## config.mk

```make
export PLATFORM = sky130hd
export DESIGN_NAME = video_move_ctrl
export DESIGN_NICKNAME = d
export VERILOG_FILES = /design/src/rtl/video_move_pkg.sv /design/src/rtl/vsync_edge_det.sv /design/src/rtl/video_move_ctrl.sv
export SDC_FILE = /design/constraint.sdc
export NUM_CORES = 1
export LEC_CHECK = 0
export CELL_PAD_IN_SITES_DETAIL_PLACEMENT = 0
export CELL_PAD_IN_SITES_GLOBAL_PLACEMENT = 2
export CORE_MARGIN = 2
export CORE_UTILIZATION = 29
export DETAILED_ROUTE_END_ITERATION = 7
export GPL_ROUTABILITY_DRIVEN = 0
export PLACE_DENSITY_LB_ADDON = 0.1
export SETUP_SLACK_MARGIN = 0.15
export SKIP_CTS_REPAIR_TIMING = 1
export SLEW_MARGIN = 25
export SYNTH_ARGS = -nofsm -noshare
export SYNTH_HDL_FRONTEND = slang
export SYNTH_SLANG_ARGS = --single-unit
```

## constraint.sdc

```tcl
create_clock -name clk -period 4.1 [get_ports clk]
set_clock_uncertainty 0.1 [all_clocks]
set_input_delay 0.41 -clock clk [delete_from_list [all_inputs] [get_ports clk]]
set_output_delay 0.41 -clock clk [all_outputs]
set_load 0.01 [all_outputs]
```

## src/rtl/video_move_pkg.sv

```systemverilog
// Shared types and helpers for the moving-window position sequencer.
// Imported by video_move_ctrl and available to the splicer timing blocks.
package video_move_pkg;

  localparam int POS_W_DEF = 12;
  localparam int DIV_W     = 8;

  typedef enum logic {
    HOME = 1'b0,
    RUN  = 1'b1
  } move_state_e;

  typedef enum logic {
    DIR_POS = 1'b0,
    DIR_NEG = 1'b1
  } move_dir_e;

  // Largest legal offset of a window inside the active area; an oversized window pins it to 0.
  function automatic int unsigned calc_max(input int unsigned active, input int unsigned win);
    return (win >= active) ? 32'd0 : (active - win);
  endfunction

endpackage

```

## src/rtl/vsync_edge_det.sv

```systemverilog
// Registered rising-edge detector for a level that is already synchronous to clk.
// The pulse is combinational in the cycle the level first reads high.
module vsync_edge_det (
  input  logic clk,
  input  logic rst_n,
  input  logic sig_i,
  output logic rise_o
);

  logic sig_q;

  always_ff @(posedge clk or negedge rst_n) begin
    if (!rst_n) begin
      sig_q <= 1'b0;
    end else begin
      sig_q <= sig_i;
    end
  end

  assign rise_o = sig_i & ~sig_q;

endmodule

```

## src/rtl/video_move_ctrl.sv

```systemverilog
// Per-frame X/Y offset sequencer that bounces the splicer's moving window inside the active area.
// Offsets only change on a frame boundary so the splicer never sees a mid-frame position change.
module video_move_ctrl
  import video_move_pkg::*;
#(
  parameter int H_ACTIVE  = 1920,
  parameter int V_ACTIVE  = 1080,
  parameter int WIN_W     = 960,
  parameter int WIN_H     = 540,
  parameter int STEP_X    = 4,
  parameter int STEP_Y    = 2,
  parameter int FRAME_DIV = 1,
  parameter int POS_W     = POS_W_DEF
) (
  input  logic             clk,
  input  logic             rst_n,
  input  logic             I_video_move_en,
  input  logic             I_vsync,
  output logic [POS_W-1:0] O_x_offset,
  output logic [POS_W-1:0] O_y_offset,
  output logic             O_pos_update,
  output logic             O_moving
);

  localparam int unsigned X_MAX = calc_max(H_ACTIVE, WIN_W);
  localparam int unsigned Y_MAX = calc_max(V_ACTIVE, WIN_H);

  // One extra bit of headroom so pos + step can never wrap before the clamp compare.
  localparam logic [POS_W:0] XMAX_E  = (POS_W+1)'(X_MAX);
  localparam logic [POS_W:0] YMAX_E  = (POS_W+1)'(Y_MAX);
  localparam logic [POS_W:0] STEPX_E = (POS_W+1)'(STEP_X);
  localparam logic [POS_W:0] STEPY_E = (POS_W+1)'(STEP_Y);
  localparam logic [DIV_W-1:0] DIV_LAST = DIV_W'(FRAME_DIV - 1);

  move_state_e      state_q, state_d;
  move_dir_e        dir_x_q, dir_x_d, dir_y_q, dir_y_d;
  move_dir_e        dir_x_step, dir_y_step;
  logic [POS_W-1:0] x_q, x_d, y_q, y_d;
  logic [POS_W-1:0] x_step, y_step;
  logic [DIV_W-1:0] div_q, div_d;
  logic             upd_q, upd_d;
  logic             moving;
  logic             frame_start;

  vsync_edge_det u_vsync_edge (
    .clk    (clk),
    .rst_n  (rst_n),
    .sig_i  (I_vsync),
    .rise_o (frame_start)
  );

  // One bounce step along a single axis; a zero-sized travel range holds position and direction.
  function automatic void step_axis(
    input  logic [POS_W-1:0] pos,
    input  move_dir_e        dir,
    input  logic [POS_W:0]   max_e,
    input  logic [POS_W:0]   step_e,
    output logic [POS_W-1:0] pos_n,
    output move_dir_e        dir_n
  );
    logic [POS_W:0] ext;
    logic [POS_W:0] sum;
    ext   = {1'b0, pos};
    sum   = ext + step_e;
    pos_n = pos;
    dir_n = dir;
    if (max_e == '0) begin
      pos_n = '0;
    end else if (dir == DIR_POS) begin
      if (sum >= max_e) begin
        pos_n = POS_W'(max_e);
        dir_n = DIR_NEG;
      end else begin
        pos_n = POS_W'(sum);
      end
    end else begin
      if (ext <= step_e) begin
        pos_n = '0;
        dir_n = DIR_POS;
      end else begin
        pos_n = POS_W'(ext - step_e);
      end
    end
  endfunction

  always_ff @(posedge clk or negedge rst_n) begin
    if (!rst_n) begin
      state_q <= HOME;
    end else begin
      state_q <= state_d;
    end
  end

  always_comb begin
    state_d = state_q;
    if (frame_start) begin
      case (state_q)
        HOME: if (I_video_move_en)  state_d = RUN;
        RUN:  if (!I_video_move_en) state_d = HOME;
        default: state_d = HOME;
      endcase
    end
  end

  // Enable is only looked at on frame_start, so mid-frame toggles are invisible here.
  always_comb begin
    x_d     = x_q;
    y_d     = y_q;
    dir_x_d = dir_x_q;
    dir_y_d = dir_y_q;
    div_d   = div_q;
    upd_d   = 1'b0;
    moving  = (state_q == RUN);
    step_axis(x_q, dir_x_q, XMAX_E, STEPX_E, x_step, dir_x_step);
    step_axis(y_q, dir_y_q, YMAX_E, STEPY_E, y_step, dir_y_step);
    if (frame_start) begin
      case (state_q)
        HOME: begin
          div_d = '0;
          if (!I_video_move_en) begin
            x_d     = '0;
            y_d     = '0;
            dir_x_d = DIR_POS;
            dir_y_d = DIR_POS;
            upd_d   = 1'b1;
          end
        end
        RUN: begin
          if (!I_video_move_en) begin
            x_d     = '0;
            y_d     = '0;
            dir_x_d = DIR_POS;
            dir_y_d = DIR_POS;
            div_d   = '0;
            upd_d   = 1'b1;
          end else if (div_q == DIV_LAST) begin
            x_d     = x_step;
            y_d     = y_step;
            dir_x_d = dir_x_step;
            dir_y_d = dir_y_step;
            div_d   = '0;
            upd_d   = 1'b1;
          end else begin
            div_d = div_q + DIV_W'(1);
          end
        end
        default: begin
          div_d = '0;
        end
      endcase
    end
  end

  always_ff @(posedge clk or negedge rst_n) begin
    if (!rst_n) begin
      x_q     <= '0;
      y_q     <= '0;
      dir_x_q <= DIR_POS;
      dir_y_q <= DIR_POS;
      div_q   <= '0;
      upd_q   <= 1'b0;
    end else begin
      x_q     <= x_d;
      y_q     <= y_d;
      dir_x_q <= dir_x_d;
      dir_y_q <= dir_y_d;
      div_q   <= div_d;
      upd_q   <= upd_d;
    end
  end

  assign O_x_offset   = x_q;
  assign O_y_offset   = y_q;
  assign O_pos_update = upd_q;
  assign O_moving     = moving;

endmodule

```

==> metrics, run 1 <==
status=completed; # setup viols final=0; clk_lat worst skew=290 ps; Critical Path End Type=register; data arrival time of the worst path=2720 ps; area of the multi-input gates=1440 sq um; Worst-path clk slew=80 ps; critical path's largest stage delay=510 ps; Die Wd=96.5 microns; Syn Area/Cell=8.13 sq um; post-synthesis xor/xnor area fraction=6.00%; Hold WC Path Type=in2async; count of final max-slew check failures=0; Max Fclk=378 MHz; core area=8260 sq um; ys flop type=dfrtp_1; Detailed Route Iter0 Violations=109; max layer used=met4; Hold Violations, Final=0; max-cap violation count=0; antenna violations before repair=0; complex-gate fraction of the synthesized area=21.6%; Final Non-Filler Cells=428; worst vdd ir=102 uV; final wirelength=6800 microns; met1 wire length=3570 microns; RSZ-0062 raised after global routing=no; CTS Sinks=34; Nets=334; vias in the first global route=2145; DRC viols=0; Post-Syn Instances=305; proportion of synthesized area in mux cells=0.857%; largest net degree at the start of global routing=35; IO Pins=30; Tot GR Track Use=15.8%; die height=96.5 microns; Util after Layout=34.3%; Synth top area share=34.3%; GRT overflow=0; share of post-route cells with drive strength above 1=7.12%; Setup CP Type=reg2reg; Yosys cell types=59; remaining antenna violation count after routing=0; Setup TNS=0 ps; Post-synth EDFFs=0; Sequential Power Share=44.8%; Pwr Density=294 nW/um^2; Int Pwr=0.559 mW; num rows=33; flops & latches, synth=34; Via Count=2243; cell taking the most area after synthesis=dfrtp_1; clk buf depth=2; Leak Pwr=1.14 nW; die area=9310 sq um; largest family of logic cells by synthesized area=simple AND/OR/NAND/NOR gates; most area-consuming cells after synthesis=dfrtp_1, o21ai_0, a21oi_1, nand2_1, nor2_1; switch share=32.9%; DRT Pass-1 Iters=4; Seq/Total Area, Yosys=34.3%; Seq. cell area=851 sq um; clk root buf=clkbuf_8; Pwr Total=0.833 mW; CP Cell Sequence=inv_1 -> ha_1 -> nor4b_1 -> nand3_1 -> a21o_1 -> clkinv_1 -> o21ai_0 -> a21oi_1 -> o21ai_0; wire length on met2=2900 microns; first-pass GRT wire length=11300 microns; ANT cells=0; Setup crit start kind=register; number of CTS-inserted buffers=5; post-DR vias/cell=5.24; fraction of synthesis flops using an asynchronous set or reset pin=100%; Mapped Area=2480 sq um; P&R area growth vs syn=14.0%; critical path's slowest cell=nor4b_1; fill count=899; period utilization=64.4%; Clock power frac=33.1%; htree depth=2; most common cell in the netlist=dfrtp_1; CP required=4180 ps; Synth Area in Simple Gates=25.1%; combinational power share=22.2%; CTS tree=done; worst-path fanout max=17; Tightest Pin Transition=805 ps; metal3 WL=272 microns; Initial Util=30.0%; most frequent CP cell=o21ai_0; switching power of the nets=0.274 mW; leading cell types by count after synthesis=dfrtp_1, nand2_1, nor2_1; dpl cells=420; Post-Synth Adder-Cell Area=4.03%; Worst slew margin=46.4%; Port-buffer cells=26; post-DR wirelength/cell=15.9 microns; YS warnings=0; Final Critical Period=2640 ps; HPWL Detailed=4830 microns
-- per-layer routing --
layer / vias up / GRT usage (%)
met2: 49 / 23.2
met3: 6 / 2.79
met5: - / 0
li1: 1118 / -
met4: 0 / 3.99
met1: 1070 / 23.8
-- cells in the final DEF (no fill, tap or decap), types with 10 or more instances in the layout --
master	synthesis	layout
dfrtp_1	34	34
nand2_1	32	32
nor2_1	29	29
o21ai_0	25	25
clkdlybuf4s50_1	0	25
a21oi_1	24	24
nand3_1	16	16
inv_1	15	15
nor3_1	10	10
xnor2_1	10	10
-- logic make-up (layout without fill, tap and decap cells) --
logic type,count (synthesis),in the layout
AO/OA/AOI/OAI,85,85
XOR/XNOR,17,17
adder cells (fa/ha/maj),8,8
buffers and inverters,34,50
flip-flops,34,34
multiplexers,2,2
other,1,3
AND/OR/NAND/NOR,124,124
-- final timing paths --
path	start	end	slack (ps)	cells past startpoint
worst max register to register	div_q[0]	O_x_offset[4]	1460	9
worst min register to register	O_moving	O_moving	460	2
worst min-delay path	rst_n	div_q[2]	90	1
worst max-delay path	div_q[0]	O_x_offset[4]	1460	9
min in group clk	O_moving	O_moving	460	2
max in group asynchronous	rst_n	O_y_offset[1]	3290	1
-- flip-flops by register name, summed over array words and instances, names as in the netlist --
| name | flops |
|---|---|
| dir_x_q | 1 |
| dir_y_q | 1 |
| u_vsync_edge.sig_q | 1 |
| div_q | 8 |
| O_y_offset | 11 |
| O_x_offset | 10 |
| O_pos_update | 1 |
| O_moving | 1 |
-- final cells by class --
class / instances / share of cell area [%]
tap: 105 / 4.64
timing repair buffer: 26 / 9.02
sequential: 34 / 30.1
clock inverter: 1 / 0.177
multi-input combinational: 239 / 50.9
inverter: 16 / 2.12
clock buffer: 7 / 3.05
-- through the flow --
stage / instance area (sq um) / setup slack, ps / hold WS, ps
final: 2830 / 1460 / 95.0
after global routing: 2830 / 1050 / 167
after global placement: 2740 / 1430 / 449
after detailed placement: 2740 / 1440 / 445
after CTS: 2830 / 1420 / 142
after floorplan: 2490 / 1670 / 14.4
-- power groups by stage --
stage | clock network, mW | logic [mW] | registers [mW]
detailed placement | 0 | 0.187 | 0.380
floorplan | 0 | 0.127 | 0.375
finish | 0.275 | 0.184 | 0.373
CTS | 0.284 | 0.188 | 0.373
global placement | 0 | 0.189 | 0.380
global route | 0.298 | 0.209 | 0.377
-- worst max-delay path: cells and delay by family (launching register included) --
kind | cells | cell delay [ps]
AND/OR/NAND/NOR | 2 | 650
adder cells (fa/ha/maj) | 1 | 140
flip-flops | 1 | 430
AO/OA/AOI/OAI | 4 | 800
buffers and inverters | 2 | 400
Note: power is estimated with default switching activity, not from simulation.
==> inputs of run 2 (changes only) <==
clock period = 2.6 ns   (was 4.1 ns; I/O delays follow)
==> run 2 against run 1 <==
The run now ends with hold timing left. Final area rose by 10%. Utilization grew 3.4 points. Clock-buffer cell count decreased by 2. Die area unchanged. Register-to-register slack worse by 1200 ps. Sequential share of layout area is 2.7 points lower.
==> metrics, run 2 (same netlist as run 1, synthesis figures left out) <==
CP Cell Sequence=ha_2 -> or4b_1 -> or3_1 -> a32oi_2 -> o21ai_4 -> a211o_1 -> o21ai_2; number of CTS-inserted buffers=5 (unchanged); Tightest Pin Transition=827 ps (+22.3 ps); vias in the first global route=2217 (+3.4%); delay-heaviest family, CP=simple AND/OR/NAND/NOR gates; clk root buf=clkbuf_8; Detailed Route Iter0 Violations=88 (-19%); Min Hold Slack=-45.8 ps (-141 ps); Final Critical Period=2380 ps (-263 ps); share of post-route cells with drive strength above 1=16.0% (+8.9 points); area of the multi-input gates=1480 sq um (+2.9%); ANT cells=0 (unchanged); Nets=360 (+7.8%); GRT overflow=0 (unchanged); most frequent standard cell in the layout excluding fill and tap cells=dfrtp_1; Seq. cell area=852 sq um (+0.15%); failing checks=hold timing; Hold WC Path Type=in2async; Place WS=182 ps (-1260 ps); fin area=3110 sq um (+10%); DRC viols=0 (unchanged); IO Pins=30 (unchanged); # setup viols final=0 (unchanged); most frequent cells in the layout=dfrtp_1, nand2_1, nor2_1; R2R Path End=O_y_offset[1]; Util after Layout=37.7% (+3.4 points); post-DR wirelength/cell=15.7 microns (-1.4%); worst r2r src=O_y_offset[2]; RSZ-0062 raised after global routing=yes; count of final max-slew check failures=0 (unchanged); Tot GR Track Use=16.4% (+0.58 points); antenna violations before repair=0 (unchanged); period utilization=91.5% (+27 points); core area=8260 sq um (unchanged); max-cap violation count=0 (unchanged); post-DR vias/cell=5.12 (-2.4%); CTS Sinks=34 (unchanged); data arrival time of the worst path=2510 ps (-210 ps); htree depth=2 (unchanged); max reg flops=11 (unchanged); crit path from=O_y_offset[2]; first-pass GRT wire length=11600 microns (+2.6%); Worst-path clk slew=80 ps (about the same); fill count=857 (-4.7%); Port-buffer cells=26 (unchanged); Hold Violations, Final=34 (+34); flop-to-flop setup slack=220 ps (-1240 ps); CP required=2730 ps (-1450 ps); Die Wd=96.5 microns (unchanged); Setup CP Type=reg2reg; worst-path fanout max=5 (-12); DRT Pass-1 Iters=4 (unchanged); clk_lat worst skew=300 ps (about the same); Leak Pwr=1.31 nW (+15%); Pwr Density=491 nW/um^2 (+67%); status=complete, but fails checks; final wirelength=7110 microns (+4.6%); Initial Util=30.0% (unchanged); die height=96.5 microns (unchanged); die area=9310 sq um (unchanged); Via Count=2323 (+3.6%); CTS tree=done; Setup crit start kind=register; Max Fclk=420 MHz (+11%); critical path's slowest cell=or4b_1; Setup TNS=0 ps (unchanged); Crit path buffers/inverters=0 (-2); P&R area growth vs syn=25.5%; clk buf depth=2 (unchanged); reg2reg path depth=7 (-2); final worst slack=220 ps (-1240 ps); Post-Place Cell Area=2910 sq um (+6.3%); Critical Path End Type=register; HPWL Detailed=5200 microns (+7.7%); largest net degree at the start of global routing=35 (unchanged); remaining antenna violation count after routing=0 (unchanged); critical path's largest stage delay=460 ps (-50 ps); Worst slew margin=44.9% (-1.5 points); num rows=33 (unchanged); worst vdd ir=208 uV (+100%)
-- run 2: layout make-up --
class,instances,share of cell area (%)
Multi-Input combinational cell,239,47.6
Clock buffer,5,2.21
Tap cell,105,4.22
Inverter,16,1.93
Sequential cell,34,27.4
Clock inverter,3,2.21
Timing Repair Buffer,52,14.5
-- run 2: worst max-delay path by stage --
stage / slack [ps] / cells after the start / endpoint
floorplan: 170 / 8 / O_y_offset[1]
global placement: 280 / 7 / O_y_offset[1]
detailed placement: 180 / 7 / O_y_offset[1]
CTS: 150 / 7 / O_y_offset[1]
global route: 140 / 7 / O_y_offset[1]
finish: 220 / 7 / O_y_offset[1]
-- run 2: power breakdown --
part,switching (mW),internal [mW],total [mW]
logic,0.186,0.143,0.329
clock network,0.237,0.385,0.622
registers,0.0304,0.547,0.578
total,0.454,1.08,1.53
-- run 2: per-layer routing --
metal	global-route usage (%)	wire length, microns
met1	24.5	3780
met2	24.2	3110
met3	3.10	159
met4	3.76	68
met5	0	0
-- run 2: metrics by stage --
| stage | power, mW | instances |
|---|---|---|
| floorplan | 0.791 | 307 |
| global route | 1.62 | 454 |
| global placement | 0.912 | 443 |
| detailed placement | 0.908 | 443 |
| CTS | 1.53 | 451 |
| finish | 1.53 | 454 |
==> inputs of run 3 (changes only) <==
ABC_CLOCK_PERIOD_IN_PS = 2600   (was unset)
==> results of run 3 <==
Final layout, timing and power as in run 2 (identical DEF).
